$ cat src/rtl/gem_csc_window_match.sv
// rtl/gem_csc_window_match.sv - GEM-CSC window match of projected CLCT keys against GEM clusters
//
// Purpose:
//    Latches the two best CLCTs, picks up the per-layer slope offsets one
//    clock later, projects each CLCT key onto GEM layers A and B (clamped to
//    0..MXKEY-1), then scans a GEM cluster stream and keeps, per CLCT and per
//    layer, the closest cluster whose |delta| fits in match_window_i.
//
// Configuration:
//    CSC_GEM_ME1A_MATCH_EN - defined: ME1a CLCTs are matched like ME1b ones.
//                            undefined: a CLCT flagged ME1a is never eligible.
//
// Ports:
//    clock_i, reset_i              clock, synchronous active-high reset
//    clct_vld_i                    start pulse, CLCT pair valid (IDLE only)
//    clct{0,1}_vpf_i/_xky_i        CLCT valid flag and eighth-strip key
//    isME1a{0,1}_i                 CLCT lies in ME1a
//    clct{0,1}_gem{A,B}_offset_i   signed offsets, valid one cycle after start
//    match_window_i                maximum accepted |delta|
//    gem_vld_i/_layer_i/_pos_i/_last_i  cluster stream (layer 0 = A, 1 = B)
//    gem_rdy_o                     cluster accepted this cycle when gem_vld_i
//    busy_o                        state is not IDLE
//    match_done_o, timeout_o       one-cycle done pulse, scan ended without last
//    clct{0,1}_gem{A,B}_found_o/_dx_o/_pos_o  best match per CLCT and layer

module gem_csc_window_match #(
   parameter int MXKEY = 896,
   parameter int MXCLS = 16,
   parameter int MXWIN = 8
) (
   input  logic             clock_i,
   input  logic             reset_i,
   input  logic             clct_vld_i,
   input  logic             clct0_vpf_i,
   input  logic             clct1_vpf_i,
   input  logic [9:0]       clct0_xky_i,
   input  logic [9:0]       clct1_xky_i,
   input  logic             isME1a0_i,
   input  logic             isME1a1_i,
   input  logic [7:0]       clct0_gemA_offset_i,
   input  logic [7:0]       clct0_gemB_offset_i,
   input  logic [7:0]       clct1_gemA_offset_i,
   input  logic [7:0]       clct1_gemB_offset_i,
   input  logic [MXWIN-1:0] match_window_i,
   input  logic             gem_vld_i,
   input  logic             gem_layer_i,
   input  logic [9:0]       gem_pos_i,
   input  logic             gem_last_i,
   output logic             gem_rdy_o,
   output logic             busy_o,
   output logic             match_done_o,
   output logic             timeout_o,
   output logic             clct0_gemA_found_o,
   output logic             clct0_gemB_found_o,
   output logic             clct1_gemA_found_o,
   output logic             clct1_gemB_found_o,
   output logic [7:0]       clct0_gemA_dx_o,
   output logic [7:0]       clct0_gemB_dx_o,
   output logic [7:0]       clct1_gemA_dx_o,
   output logic [7:0]       clct1_gemB_dx_o,
   output logic [9:0]       clct0_gemA_pos_o,
   output logic [9:0]       clct0_gemB_pos_o,
   output logic [9:0]       clct1_gemA_pos_o,
   output logic [9:0]       clct1_gemB_pos_o
);

   localparam int              CW       = (MXCLS > 1) ? $clog2(MXCLS) : 1;
   localparam logic [CW-1:0]   CNT_LAST = CW'(MXCLS - 1);
   localparam logic [11:0]     KEY_MAX  = 12'(MXKEY - 1);

   typedef enum logic [2:0] {
      S_IDLE,
      S_WAIT_OFS,
      S_PROJ,
      S_SCAN,
      S_DONE
   } state_t;

   state_t        state_q;
   logic [CW-1:0] cnt_q;
   logic          busy_q;
   logic          rdy_q;
   logic          done_q;
   logic          timeout_q;
   logic [9:0]    xky_q [2];
   logic [1:0]    elig_q;
   logic [1:0]    elig_d;
   logic          start;
   logic          accept;
   logic [7:0]    ofs_in [4];

   // Lane order: 0 = clct0/A, 1 = clct0/B, 2 = clct1/A, 3 = clct1/B.
   assign ofs_in[0] = clct0_gemA_offset_i;
   assign ofs_in[1] = clct0_gemB_offset_i;
   assign ofs_in[2] = clct1_gemA_offset_i;
   assign ofs_in[3] = clct1_gemB_offset_i;

   // ME1a exclusion is folded into the latched eligibility flag.
`ifdef CSC_GEM_ME1A_MATCH_EN
   assign elig_d = {clct1_vpf_i, clct0_vpf_i};
`else
   assign elig_d = {clct1_vpf_i & ~isME1a1_i, clct0_vpf_i & ~isME1a0_i};
`endif

   assign start  = (state_q == S_IDLE) && clct_vld_i;
   assign accept = rdy_q && gem_vld_i;

   always_ff @(posedge clock_i) begin
      if (reset_i) begin
         state_q   <= S_IDLE;
         cnt_q     <= '0;
         busy_q    <= 1'b0;
         rdy_q     <= 1'b0;
         done_q    <= 1'b0;
         timeout_q <= 1'b0;
         xky_q[0]  <= '0;
         xky_q[1]  <= '0;
         elig_q    <= '0;
      end else begin
         case (state_q)
            S_IDLE: begin
               if (clct_vld_i) begin
                  state_q   <= S_WAIT_OFS;
                  busy_q    <= 1'b1;
                  timeout_q <= 1'b0;
                  xky_q[0]  <= clct0_xky_i;
                  xky_q[1]  <= clct1_xky_i;
                  elig_q    <= elig_d;
               end
            end
            S_WAIT_OFS: begin
               state_q <= S_PROJ;
            end
            S_PROJ: begin
               state_q <= S_SCAN;
               rdy_q   <= 1'b1;
               cnt_q   <= '0;
            end
            S_SCAN: begin
               cnt_q <= cnt_q + 1'b1;
               if (accept && gem_last_i) begin
                  state_q <= S_DONE;
                  rdy_q   <= 1'b0;
                  done_q  <= 1'b1;
               end else if (cnt_q == CNT_LAST) begin
                  state_q   <= S_DONE;
                  rdy_q     <= 1'b0;
                  done_q    <= 1'b1;
                  timeout_q <= 1'b1;
               end
            end
            S_DONE: begin
               state_q <= S_IDLE;
               busy_q  <= 1'b0;
               done_q  <= 1'b0;
            end
            default: begin
               state_q <= S_IDLE;
               busy_q  <= 1'b0;
               rdy_q   <= 1'b0;
               done_q  <= 1'b0;
            end
         endcase
      end
   end

   for (genvar g = 0; g < 4; g++) begin : g_lane
      localparam int   CL    = g / 2;
      localparam logic LAYER = 1'(g % 2);

      logic [7:0]         ofs_q;
      logic [9:0]         proj_q;
      logic               found_q;
      logic [7:0]         dx_q;
      logic [9:0]         pos_q;
      logic signed [11:0] proj_raw;
      logic [9:0]         proj_clamped;
      logic [10:0]        delta;
      logic               hit;

      always_comb begin
         proj_raw = $signed({2'b00, xky_q[CL]}) + $signed({{4{ofs_q[7]}}, ofs_q});
         if (proj_raw[11]) begin
            proj_clamped = '0;
         end else if ($unsigned(proj_raw) > KEY_MAX) begin
            proj_clamped = KEY_MAX[9:0];
         end else begin
            proj_clamped = proj_raw[9:0];
         end
      end

      always_comb begin
         if (gem_pos_i >= proj_q) begin
            delta = {1'b0, gem_pos_i} - {1'b0, proj_q};
         end else begin
            delta = {1'b0, proj_q} - {1'b0, gem_pos_i};
         end
         // Strict less-than keeps the earlier cluster on equal deltas.
         hit = accept && elig_q[CL] && (gem_layer_i == LAYER)
               && (delta <= 11'(match_window_i))
               && (!found_q || (delta < {3'b000, dx_q}));
      end

      always_ff @(posedge clock_i) begin
         if (reset_i) begin
            ofs_q   <= '0;
            proj_q  <= '0;
            found_q <= 1'b0;
            dx_q    <= '0;
            pos_q   <= '0;
         end else begin
            if (state_q == S_WAIT_OFS) begin
               ofs_q <= ofs_in[g];
            end
            if (state_q == S_PROJ) begin
               proj_q <= proj_clamped;
            end
            if (start) begin
               found_q <= 1'b0;
               dx_q    <= '0;
               pos_q   <= '0;
            end else if (hit) begin
               found_q <= 1'b1;
               dx_q    <= delta[7:0];
               pos_q   <= gem_pos_i;
            end
         end
      end
   end

   assign gem_rdy_o    = rdy_q;
   assign busy_o       = busy_q;
   assign match_done_o = done_q;
   assign timeout_o    = timeout_q;

   assign clct0_gemA_found_o = g_lane[0].found_q;
   assign clct0_gemB_found_o = g_lane[1].found_q;
   assign clct1_gemA_found_o = g_lane[2].found_q;
   assign clct1_gemB_found_o = g_lane[3].found_q;
   assign clct0_gemA_dx_o    = g_lane[0].dx_q;
   assign clct0_gemB_dx_o    = g_lane[1].dx_q;
   assign clct1_gemA_dx_o    = g_lane[2].dx_q;
   assign clct1_gemB_dx_o    = g_lane[3].dx_q;
   assign clct0_gemA_pos_o   = g_lane[0].pos_q;
   assign clct0_gemB_pos_o   = g_lane[1].pos_q;
   assign clct1_gemA_pos_o   = g_lane[2].pos_q;
   assign clct1_gemB_pos_o   = g_lane[3].pos_q;

endmodule

$ cat config.mk
export PLATFORM = sky130hd
export DESIGN_NAME = gem_csc_window_match
export DESIGN_NICKNAME = d
export VERILOG_FILES = /design/src/rtl/gem_csc_window_match.sv
export SDC_FILE = /design/constraint.sdc
export NUM_CORES = 1
export LEC_CHECK = 0
export ABC_AREA = 1
export ABC_CLOCK_PERIOD_IN_PS = 5100
export CORE_MARGIN = 10
export CORE_UTILIZATION = 59
export DETAILED_ROUTE_END_ITERATION = 7
export PLACE_DENSITY = 0.8
export SETUP_SLACK_MARGIN = 0.3
export SLEW_MARGIN = 0
export SYNTH_ARGS = -nofsm -noshare
export SYNTH_HDL_FRONTEND = slang
export SYNTH_SLANG_ARGS = --single-unit
$ cat constraint.sdc
create_clock -name clock_i -period 5.1 [get_ports clock_i]
set_clock_uncertainty 0.05 [all_clocks]
set_input_delay 1.53 -clock clock_i [delete_from_list [all_inputs] [get_ports clock_i]]
set_output_delay 1.53 -clock clock_i [all_outputs]
set_load 0.01 [all_outputs]
Yosys cells after proc, flatten, opt, wreduce, memory -nomap -nowiden --
Memory sizes are Yosys's and may differ from the RTL's. Index checks and enable logic that the tools add are counted.
Storage, ports and cells: flip-flop bits (word level) 161, RAM bits 20, output and inout port bits 80, memories kept 1
Operators by class: $add $sub $neg 13, magnitude comparators 16, eq/ne operators 9, muxes and demuxes 36, bitwise operators 10, reductions and logical operators 38
Memories:
- xky_q | words 2, bits a word 10, read ports 2, clocked after memory_dff 0, write ports 2, RTL line 85 | logic [9:0] xky_q [2];
Operator list (number):
- $mux W10 | 10
- $sub A10 B10 Y11 | 8
- $add A11 B8 Y12 | 4
- $gt A12 B10 Y1 const B | 4
- $le A11 B8 Y1 | 4
- $lt A11 B8 Y1 | 4
- $mux W11 | 4
- $ge A10 B10 Y1 | 4
- $logic_and A1 B1 Y1 | 17
- $mux W1 | 13
- $pmux W3 S4 | 1
- $reduce_and A2 Y1 | 5
- $mux W3 | 3
- $reduce_or A3 Y1 | 3
- $pmux W4 S2 | 1
- $eq A3 B2 Y1 const B | 2
- $ne A2 B2 Y1 const B | 3
- $not A1 Y1 | 6
- $pmux W1 S2 | 3
- $add A4 B1 Y4 const B | 1
- $eq A4 B4 Y1 const B | 1
- $logic_not A1 Y1 | 4
- $logic_or A1 B1 Y1 | 4
- $reduce_and A4 Y1 | 1
- other kinds (9) | 12

Longest topological paths before layout --
Gate-level depths: netlist of the first run.
word-level depth 5, depth in mapped cells 30, mapped depth without buffers 29

Worst setup path after synthesis of the first run --
OpenSTA, ideal clock, no wires.
path kind input-to-reg, start point input port gem_pos_i[1], end point register g_lane[1].dx_q[0] (netlist: clct0_gemB_dx_o[0]), library setup time 0.064 ns, arrival time 4.517 ns, data required time 4.986 ns, path slack 0.469 ns, stages 29, buffers on the path 2, cells stage by stage inv_1 ha_1 nand2_1 inv_1 nand2_1 nand3_1 nand2_1 nand4_1 buf_4 nand2_1 nand2_1 nand2_1 o21ai_0 xnor2_1 inv_1 ha_1 nand2_1 nor2_1 nand2_1 o211ai_1 nand2_1 nor2_1 nand2_1 nand2_1 nand2_1 nand3_4 buf_2 nor2_1 nor2_1
Between the ends: word-level cells in the longest chain between the ends 5
RTL lines:
- from (decl) | RTL line 47 | input logic [9:0] gem_pos_i,
- $sub A10 B10 Y11, or another cell as far along | RTL line 196 | delta = {1'b0, proj_q} - {1'b0, gem_pos_i};
- $mux W11 * | RTL line 193 | if (gem_pos_i >= proj_q) begin
- named net g_lane[1].delta[6] | RTL line 178 | logic [10:0] delta;
- $le A11 B8 Y1 or $lt A11 B8 Y1 (tied branches) | RTL line 200, 201
- $logic_and A1 B1 Y1 or $logic_or A1 B1 Y1 (tied branches) | RTL line 200, 201
- $logic_and A1 B1 Y1 * | RTL line 201 | && (!found_q || (delta < {3'b000, dx_q}));
- to (signal assigned) | RTL line 224 | dx_q <= delta[7:0];
- to (decl) | RTL line 174 | logic [7:0] dx_q;
The timed path passes the listed nets; every way through them passes the cells marked *. A chain may end at the register's enable or synchronous reset.

Worst setup path in the final report of the first run --
start point input port gem_pos_i[8], end point register g_lane[1].pos_q[5] (netlist: clct0_gemB_pos_o[5])
Between the ends: word-level cells in the longest chain between the ends 5
RTL lines:
- $ge A10 B10 Y1 * | RTL line 193
- $mux W11 * | RTL line 193
- named net g_lane[1].delta[5] | RTL line 178
- $le A11 B8 Y1 or $lt A11 B8 Y1 (tied branches) | RTL line 200, 201
- $logic_and A1 B1 Y1 or $logic_or A1 B1 Y1 (tied branches) | RTL line 200, 201
- $logic_and A1 B1 Y1 * | RTL line 201
- to (signal assigned) | RTL line 225 | pos_q <= gem_pos_i;
- to (decl) | RTL line 175 | logic [9:0] pos_q;
Marks and branches as above.

==> out/metrics.yaml, run 1 <==
status:
  status: "complete, no violations"
synth:
  yosysTopAreaCell: "dfxtp_1"
  synth.area.top_cells: "dfxtp_1 (21%), nand2_1 (16%), ha_1 (15%)"
  yosysSeqAreaShare_pct: 25.3
  syn_avg_cell_area_sq_um: 6.49
  syn-num-nets: 2604
  synth_top_area_share_pct: 21.3
  synthesis.area_sq_mm: 0.0151
  yosysMostFrequentCell: "nand2_1"
  synth_edf_count: 20
  async_flop_share_pct: 0
  synth.distinct_cells: 48
  ys_seq_elements: 181
  syn_inst: 2327
  yosysWarningCount: 0
  synthFlopType: "dfxtp_1"
  netlist_top_cells_count: "nand2_1 (649), inv_1 (386), nor2_1 (261), a21oi_1 (207), ha_1 (185)"
clock_network:
  tritoncts.num_buffers: 17
  insertion_delay_ns: 0.44
  cts_buffer_depth: 2
  cts_hold_buf: 0
  cts_tree: "done"
  path_clk_slew_ns: 0.08
  root_buffer: "clkbuf_16"
  cts_sinks: 181
  htreeDepth: 4
floorplanning:
  fp.dieW_um: 180
  die_area_sq_mm: 0.0324
  coreArea_sq_mm: 0.0252
  initial_core_util_pct: 60.0
  row_count: 58
  die_h_um: 180
  pin_count: 160
route:
  firstDrtPassIters: 5
  drt_wl_total_um: 50200
  ant_nets: 0
  drt_iter0_drc: 1699
  wl_per_cell_um: 16.2
  drc: 0
  vias_per_cell: 5.37
  vias: 16578
power:
  vdd.ir_drop.worst_mv: 0.229
  totalPowerFinal_uw: 6090
  power_per_cell_area_mw_per_mm2: 299
  leakage_uw: 0.0101
layout:
  area_delta_synth_final_pct: 34.9
  antenna_cells: 0
  final_layout_size_suffix_gt1_share_pct: 17.1
  layout.nets: 3024
setup_path:
  max_stage_delay_ns: 0.29
  path_common_cell: "nand2_1"
  worstPathMaxFanout: 8
  crit_family: "simple AND/OR/NAND/NOR gates"
  criticalPathCategory: "primary input to flop"
  start_kind: "primary input"
  cp_num_buf_inv: 6
  end_kind: "flop"
  crit_required_ns: 5.41
  cp_data_arrival_time_ns: 5.06
  cp_slowest_cell: "ha_1"
timing:
  final_max_slew_viol_count: 0
  period_share_pct: 93.1
  setup_viol: 0
  slew_headroom_pct: 28.4
  setup_tns_ns: 0
  max_freq_ghz: 0.211
  hold_viol_final: 0
  tightest_slew_ns: 1.07
  fin_crit_ns: 4.75
  rsz0062_at_grt: "true"
global_route:
  grt_max_degree: 73
  grt_usage_pct: 28.6
  grt_pass1_wl_um: 77500
  antenna_found_initial: 0
  grt_pass1_vias: 15736
  grt_overflow: 0
flow_run:
  maxCapViolCount: 0
placement:
  place_congestion: 0.959
  io_buffers: 159
  dpl.hpwl_um: 37700
hold_path:
  hold_class: "flop to flop"
[tightest hold or removal path, stage by stage, from the launching register on]
cell and delay [ns]:
dfxtp_1 0.32, inv_1 0.05, a21oi_1 0.05
[final timing paths]
kind                                                       start                                to  slack (ns)  cells past startpoint
worst max-delay path                                gem_pos_i[8]  clct0_gemB_pos_o[5]$_SDFFE_PP0P_        0.35                     25
worst min-delay path             g_lane[3].ofs_q[0]$_SDFFE_PP0P_   g_lane[3].ofs_q[0]$_SDFFE_PP0P_        0.41                      2
worst max register to register  g_lane[1].proj_q[1]$_SDFFE_PP0P_  clct0_gemB_pos_o[5]$_SDFFE_PP0P_        1.27                     24
worst min register to register   g_lane[3].ofs_q[0]$_SDFFE_PP0P_   g_lane[3].ofs_q[0]$_SDFFE_PP0P_        0.41                      2
[cell type report]
| cell class | instances | area (sq um) |
|---|---|---|
| Clock buffer | 19 | 453 |
| Clock inverter | 13 | 136 |
| Fill cell | 1716 | 4800 |
| Inverter | 399 | 1530 |
| Multi-Input combinational cell | 1700 | 10100 |
| Sequential cell | 181 | 3820 |
| Tap cell | 330 | 413 |
| Timing Repair Buffer | 448 | 3930 |
[cells in the final DEF, fill, tap and decap left out, drive strengths merged, types with 7 or more instances in the layout]
| master | Yosys | layout |
|---|---|---|
| xnor2 | 23 | 23 |
| clkdlybuf4s50 | 0 | 148 |
| buf | 27 | 289 |
| a31oi | 7 | 7 |
| fa | 12 | 12 |
| nor2 | 273 | 273 |
| xor2 | 36 | 36 |
| nand3 | 124 | 129 |
| nand2 | 659 | 659 |
| o21bai | 19 | 19 |
| inv | 395 | 401 |
| a21oi | 207 | 207 |
| nand4 | 34 | 34 |
| edfxtp | 20 | 20 |
| nand3b | 7 | 7 |
| clkinv | 4 | 9 |
| clkbuf | 25 | 30 |
| dfxtp | 161 | 161 |
| ha | 185 | 185 |
| o21ai | 77 | 77 |
[per-layer routing]
metal | GRT usage [%] | routed length, um | vias up
met2 | 47.3 | 22700 | 662
met4 | 11.6 | 2190 | 0
li1 | - | - | 8204
met3 | 4.52 | 3530 | 131
met1 | 36.4 | 21700 | 7581
met5 | 0 | 0 | -
[cells by family (layout without fill, tap and decap cells)]
logic type / after synthesis / count (layout) / share of synthesized area, %
buf+inv: 451 / 879 / 12.0
simple gates: 1105 / 1110 / 30.4
mux: 1 / 1 / 0.0663
xor+xnor: 59 / 59 / 3.42
flops: 181 / 181 / 25.3
compound gates: 333 / 333 / 11.9
fa+ha+maj: 197 / 197 / 16.9
[power breakdown]
group          switching, uW  internal (uW)  leakage, uW  total [uW]
Combinational           1690           1360      0.00831        3060
Sequential               119           1550      0.00152        1670
Clock                    683            680     0.000285        1360
Total                   2500           3590       0.0101        6090
[flip-flops by register name, indices dropped and copies added (netlist names), 2 cells and up]
signal / flops
clct1_gemB_pos_o: 10
cnt_q: 4
elig_q: 2
clct0_gemA_pos_o: 10
g_lane.ofs_q: 32
xky_q: 20
g_lane.proj_q: 40
clct1_gemB_dx_o: 8
clct0_gemB_pos_o: 10
clct1_gemA_dx_o: 8
clct0_gemB_dx_o: 8
clct1_gemA_pos_o: 10
clct0_gemA_dx_o: 8
state_q: 3
[stage by stage]
| stage | setup WS [ns] | area [sq um] | hold WS (ns) | instances | utilization (%) |
|---|---|---|---|---|---|
| floorplan | 0.469 | 15100 | 0.374 | 2327 | - |
| global placement | -0.506 | 18900 | 0.388 | 3030 | 75.0 |
| detailed placement | -0.666 | 18900 | 0.395 | 3030 | 75.0 |
| CTS | 0.293 | 19700 | 0.407 | 3066 | 78.2 |
| global route | 0.143 | 20400 | 0.429 | 3090 | 80.9 |
| finish | 0.350 | 20400 | 0.406 | 3090 | 80.9 |
[what timing repair did]
| item | in CTS | in global routing |
|---|---|---|
| pin swaps | 3 | 37 |
| cloned | 3 | 7 |
| endpoints found under the hold margin | 0 | 0 |
| setup endpoints to repair | 76 | 76 |
| resized for setup | 58 | 118 |
| setup buffers | 1 | 17 |
(Power assumes the default switching activity.)
==> inputs of run 2 (changes only) <==
--- a/config.mk
+++ b/config.mk
@@ -8,9 +8,10 @@
 export ABC_AREA = 1
 export ABC_CLOCK_PERIOD_IN_PS = 5100
 export CORE_MARGIN = 10
-export CORE_UTILIZATION = 59
+export CORE_UTILIZATION = 60
+export CTS_BUF_LIST = sky130_fd_sc_hd__clkbuf_8
 export DETAILED_ROUTE_END_ITERATION = 7
-export PLACE_DENSITY = 0.8
+export PLACE_DENSITY = 0.81
 export SETUP_SLACK_MARGIN = 0.3
 export SLEW_MARGIN = 0
 export SYNTH_ARGS = -nofsm -noshare
==> run 2 against run 1 <==
  * Cell area fell by 2.0%
  * First-iteration DRC count down 10%
  * Non-clock buffer count decreased by 11
  * Flip-flop and latch count stayed put
  * Register-to-register slack better by 0.04 ns
  * Hold slack is essentially flat
  * Sequential power is essentially flat
  * Global-route usage increased by 0.38 points
  * Via count down 0.18%
  * Utilization down 0.93 points
  * Critical path type unchanged
==> out/metrics.yaml, run 2 (synthesis results as in run 1) <==
status:
  status: "complete, no violations"
layout:
  final_layout_size_suffix_gt1_share_pct: 16.3
  final_cell_mix: "nand2_1 (634), inv_1 (373), buf_4 (256)"
  regMostFlops: "g_lane.proj_q"
  finalNonFillerCells: 3074
  final_common_cell: "nand2_1"
  largest_register_ff_count: 40
  register_area_sq_mm: 0.00382
  fillers: 1844
  area_delta_synth_final_pct: 32.2
  multi_input_area_sq_mm: 0.0100
  layout.nets: 3008
  final_area_sq_mm: 0.0200
  antenna_cells: 0
  largestRegisters: "g_lane.proj_q: 40 flops, g_lane.ofs_q: 32 flops, xky_q: 20 flops"
setup_path:
  end_kind: "flop"
  worstPathMaxFanout: 22
  crit_start: "gem_pos_i[8]"
  max_stage_delay_ns: 0.34
  r2r-start: "g_lane[0].proj_q[1]$_SDFFE_PP0P_"
  endpoint: "clct1_gemB_pos_o[0]$_SDFFE_PP0P_"
  cp_num_cells: 26
  start_kind: "primary input"
  cp_slowest_cell: "ha_1"
  ff2ff_setup_slack_ns: 1.31
  cp_num_buf_inv: 7
  path_common_cell: "nand2_1"
  crit_family: "simple AND/OR/NAND/NOR gates"
  reg2reg_to: "clct0_gemA_pos_o[5]$_SDFFE_PP0P_"
  cp_data_arrival_time_ns: 4.98
  crit_required_ns: 5.42
  reg2regPathDepth: 25
  criticalPathCategory: "primary input to flop"
power:
  power_per_cell_area_mw_per_mm2: 284
  leakage_uw: 0.00998
  vdd.ir_drop.worst_mv: 0.178
global_route:
  grt_max_degree: 73
  grt_overflow: 0
  grt_pass1_vias: 15361
  antenna_found_initial: 0
  grt_pass1_wl_um: 74700
  grt_usage_pct: 28.9
route:
  drt_iter0_drc: 1526
  drc: 0
  vias_per_cell: 5.38
  vias: 16548
  ant_nets: 0
  drt_wl_total_um: 49500
  wl_per_cell_um: 16.1
  firstDrtPassIters: 6
clock_network:
  insertion_delay_ns: 0.48
  tritoncts.num_buffers: 17
  path_clk_slew_ns: 0.12
  cts_buffer_depth: 2
  htreeDepth: 4
  cts_tree: "done"
  cts_sinks: 181
  root_buffer: "clkbuf_8"
timing:
  final_max_slew_viol_count: 0
  rsz0062_at_grt: "true"
  setup_viol: 0
  worst_slack_ns: 0.443
  slew_headroom_pct: 43.7
  tightest_slew_ns: 0.842
  max_freq_ghz: 0.215
  hold_viol_final: 0
  fin_crit_ns: 4.66
  period_share_pct: 91.3
floorplanning:
  pin_count: 160
  row_count: 58
  fp.dieW_um: 179
  initial_core_util_pct: 60.5
  die_h_um: 179
  die_area_sq_mm: 0.0319
  coreArea_sq_mm: 0.0250
placement:
  dpl.hpwl_um: 38300
  place_congestion: 0.963
  io_buffers: 159
  dp.cells: 3025
  post-place-ws_ns: -0.604
  place_area_sq_mm: 0.0188
hold_path:
  hold_class: "flop to flop"
  holdPathStages: 2
flow_run:
  maxCapViolCount: 0
-- run 2: cell count changes in the layout (fill, tap and decap cells not counted), moves of 5 or more --
cell / previous run / this run
o21ai_0: 63 / 68
buf_4: 269 / 256
a21oi_1: 196 / 201
a21oi_2: 11 / 6
clkbuf_8: 2 / 17
clkbuf_16: 21 / 4
-- run 2: worst min-delay path, delay by kind of cell (launching register included) --
| kind | cells | cell delay (ns) |
|---|---|---|
| AOI/OAI and AO/OA | 1 | 0.05 |
| buffers and inverters | 1 | 0.05 |
| DFF | 1 | 0.33 |
-- run 2: per-stage QoR --
stage          hold WS (ns)  utilization [%]  total power, uW  setup TNS, ns
6_report              0.407             80.0             5670              0
5_1_grt               0.425             80.0             6070              0
2_1_floorplan         0.374                -             3380              0
3_3_place_gp          0.386             75.5             4340         -29.87
3_5_place_dp          0.389             75.5             4450         -37.35
4_1_cts               0.408             77.4             5460              0
-- run 2: power by group --
group	switching, uW	internal [uW]	leakage, uW	total [uW]
Clock	626	364	0.000195	990
Sequential	121	1550	0.00152	1670
Combinational	1680	1340	0.00826	3010
Total	2420	3250	0.00998	5670
-- run 2: area by class of cell --
class,instances,share of cell area (%)
Sequential cell,181,19.1
Timing Repair Buffer,437,19.2
Tap cell,330,2.07
Clock buffer,17,1.17
Multi-Input combinational cell,1695,50.1
Inverter,399,7.61
Clock inverter,15,0.733
-- run 2: per-layer routing --
metal	global-route usage, %	wire length [um]	up-vias
met5	0	0	-
met4	13.6	2450	0
met3	3.64	3710	154
met2	48.0	22200	733
met1	36.7	21100	7518
li1	-	-	8143
-- run 2: repair_timing --
item                                    CTS  global route
setup buffers                             0            12
resized for setup                        46           115
pin swaps                                 3            27
endpoints found under the setup margin   76            76
gates cloned                              0             5
hold buffers                              0             0
-- run 2: worst min-delay path by stage --
stage                               startpoint                               to  slack [ns]
3_3_place_gp   g_lane[1].ofs_q[6]$_SDFFE_PP0P_  g_lane[1].ofs_q[6]$_SDFFE_PP0P_        0.39
6_report       g_lane[0].ofs_q[5]$_SDFFE_PP0P_  g_lane[0].ofs_q[5]$_SDFFE_PP0P_        0.41
3_5_place_dp   g_lane[0].ofs_q[5]$_SDFFE_PP0P_  g_lane[0].ofs_q[5]$_SDFFE_PP0P_        0.39
5_1_grt        g_lane[2].ofs_q[3]$_SDFFE_PP0P_  g_lane[2].ofs_q[3]$_SDFFE_PP0P_        0.42
4_1_cts        g_lane[0].ofs_q[5]$_SDFFE_PP0P_  g_lane[0].ofs_q[5]$_SDFFE_PP0P_        0.41
2_1_floorplan          state_q[2]$_SDFFE_PP0P_              busy_o$_SDFFE_PP0P_        0.37
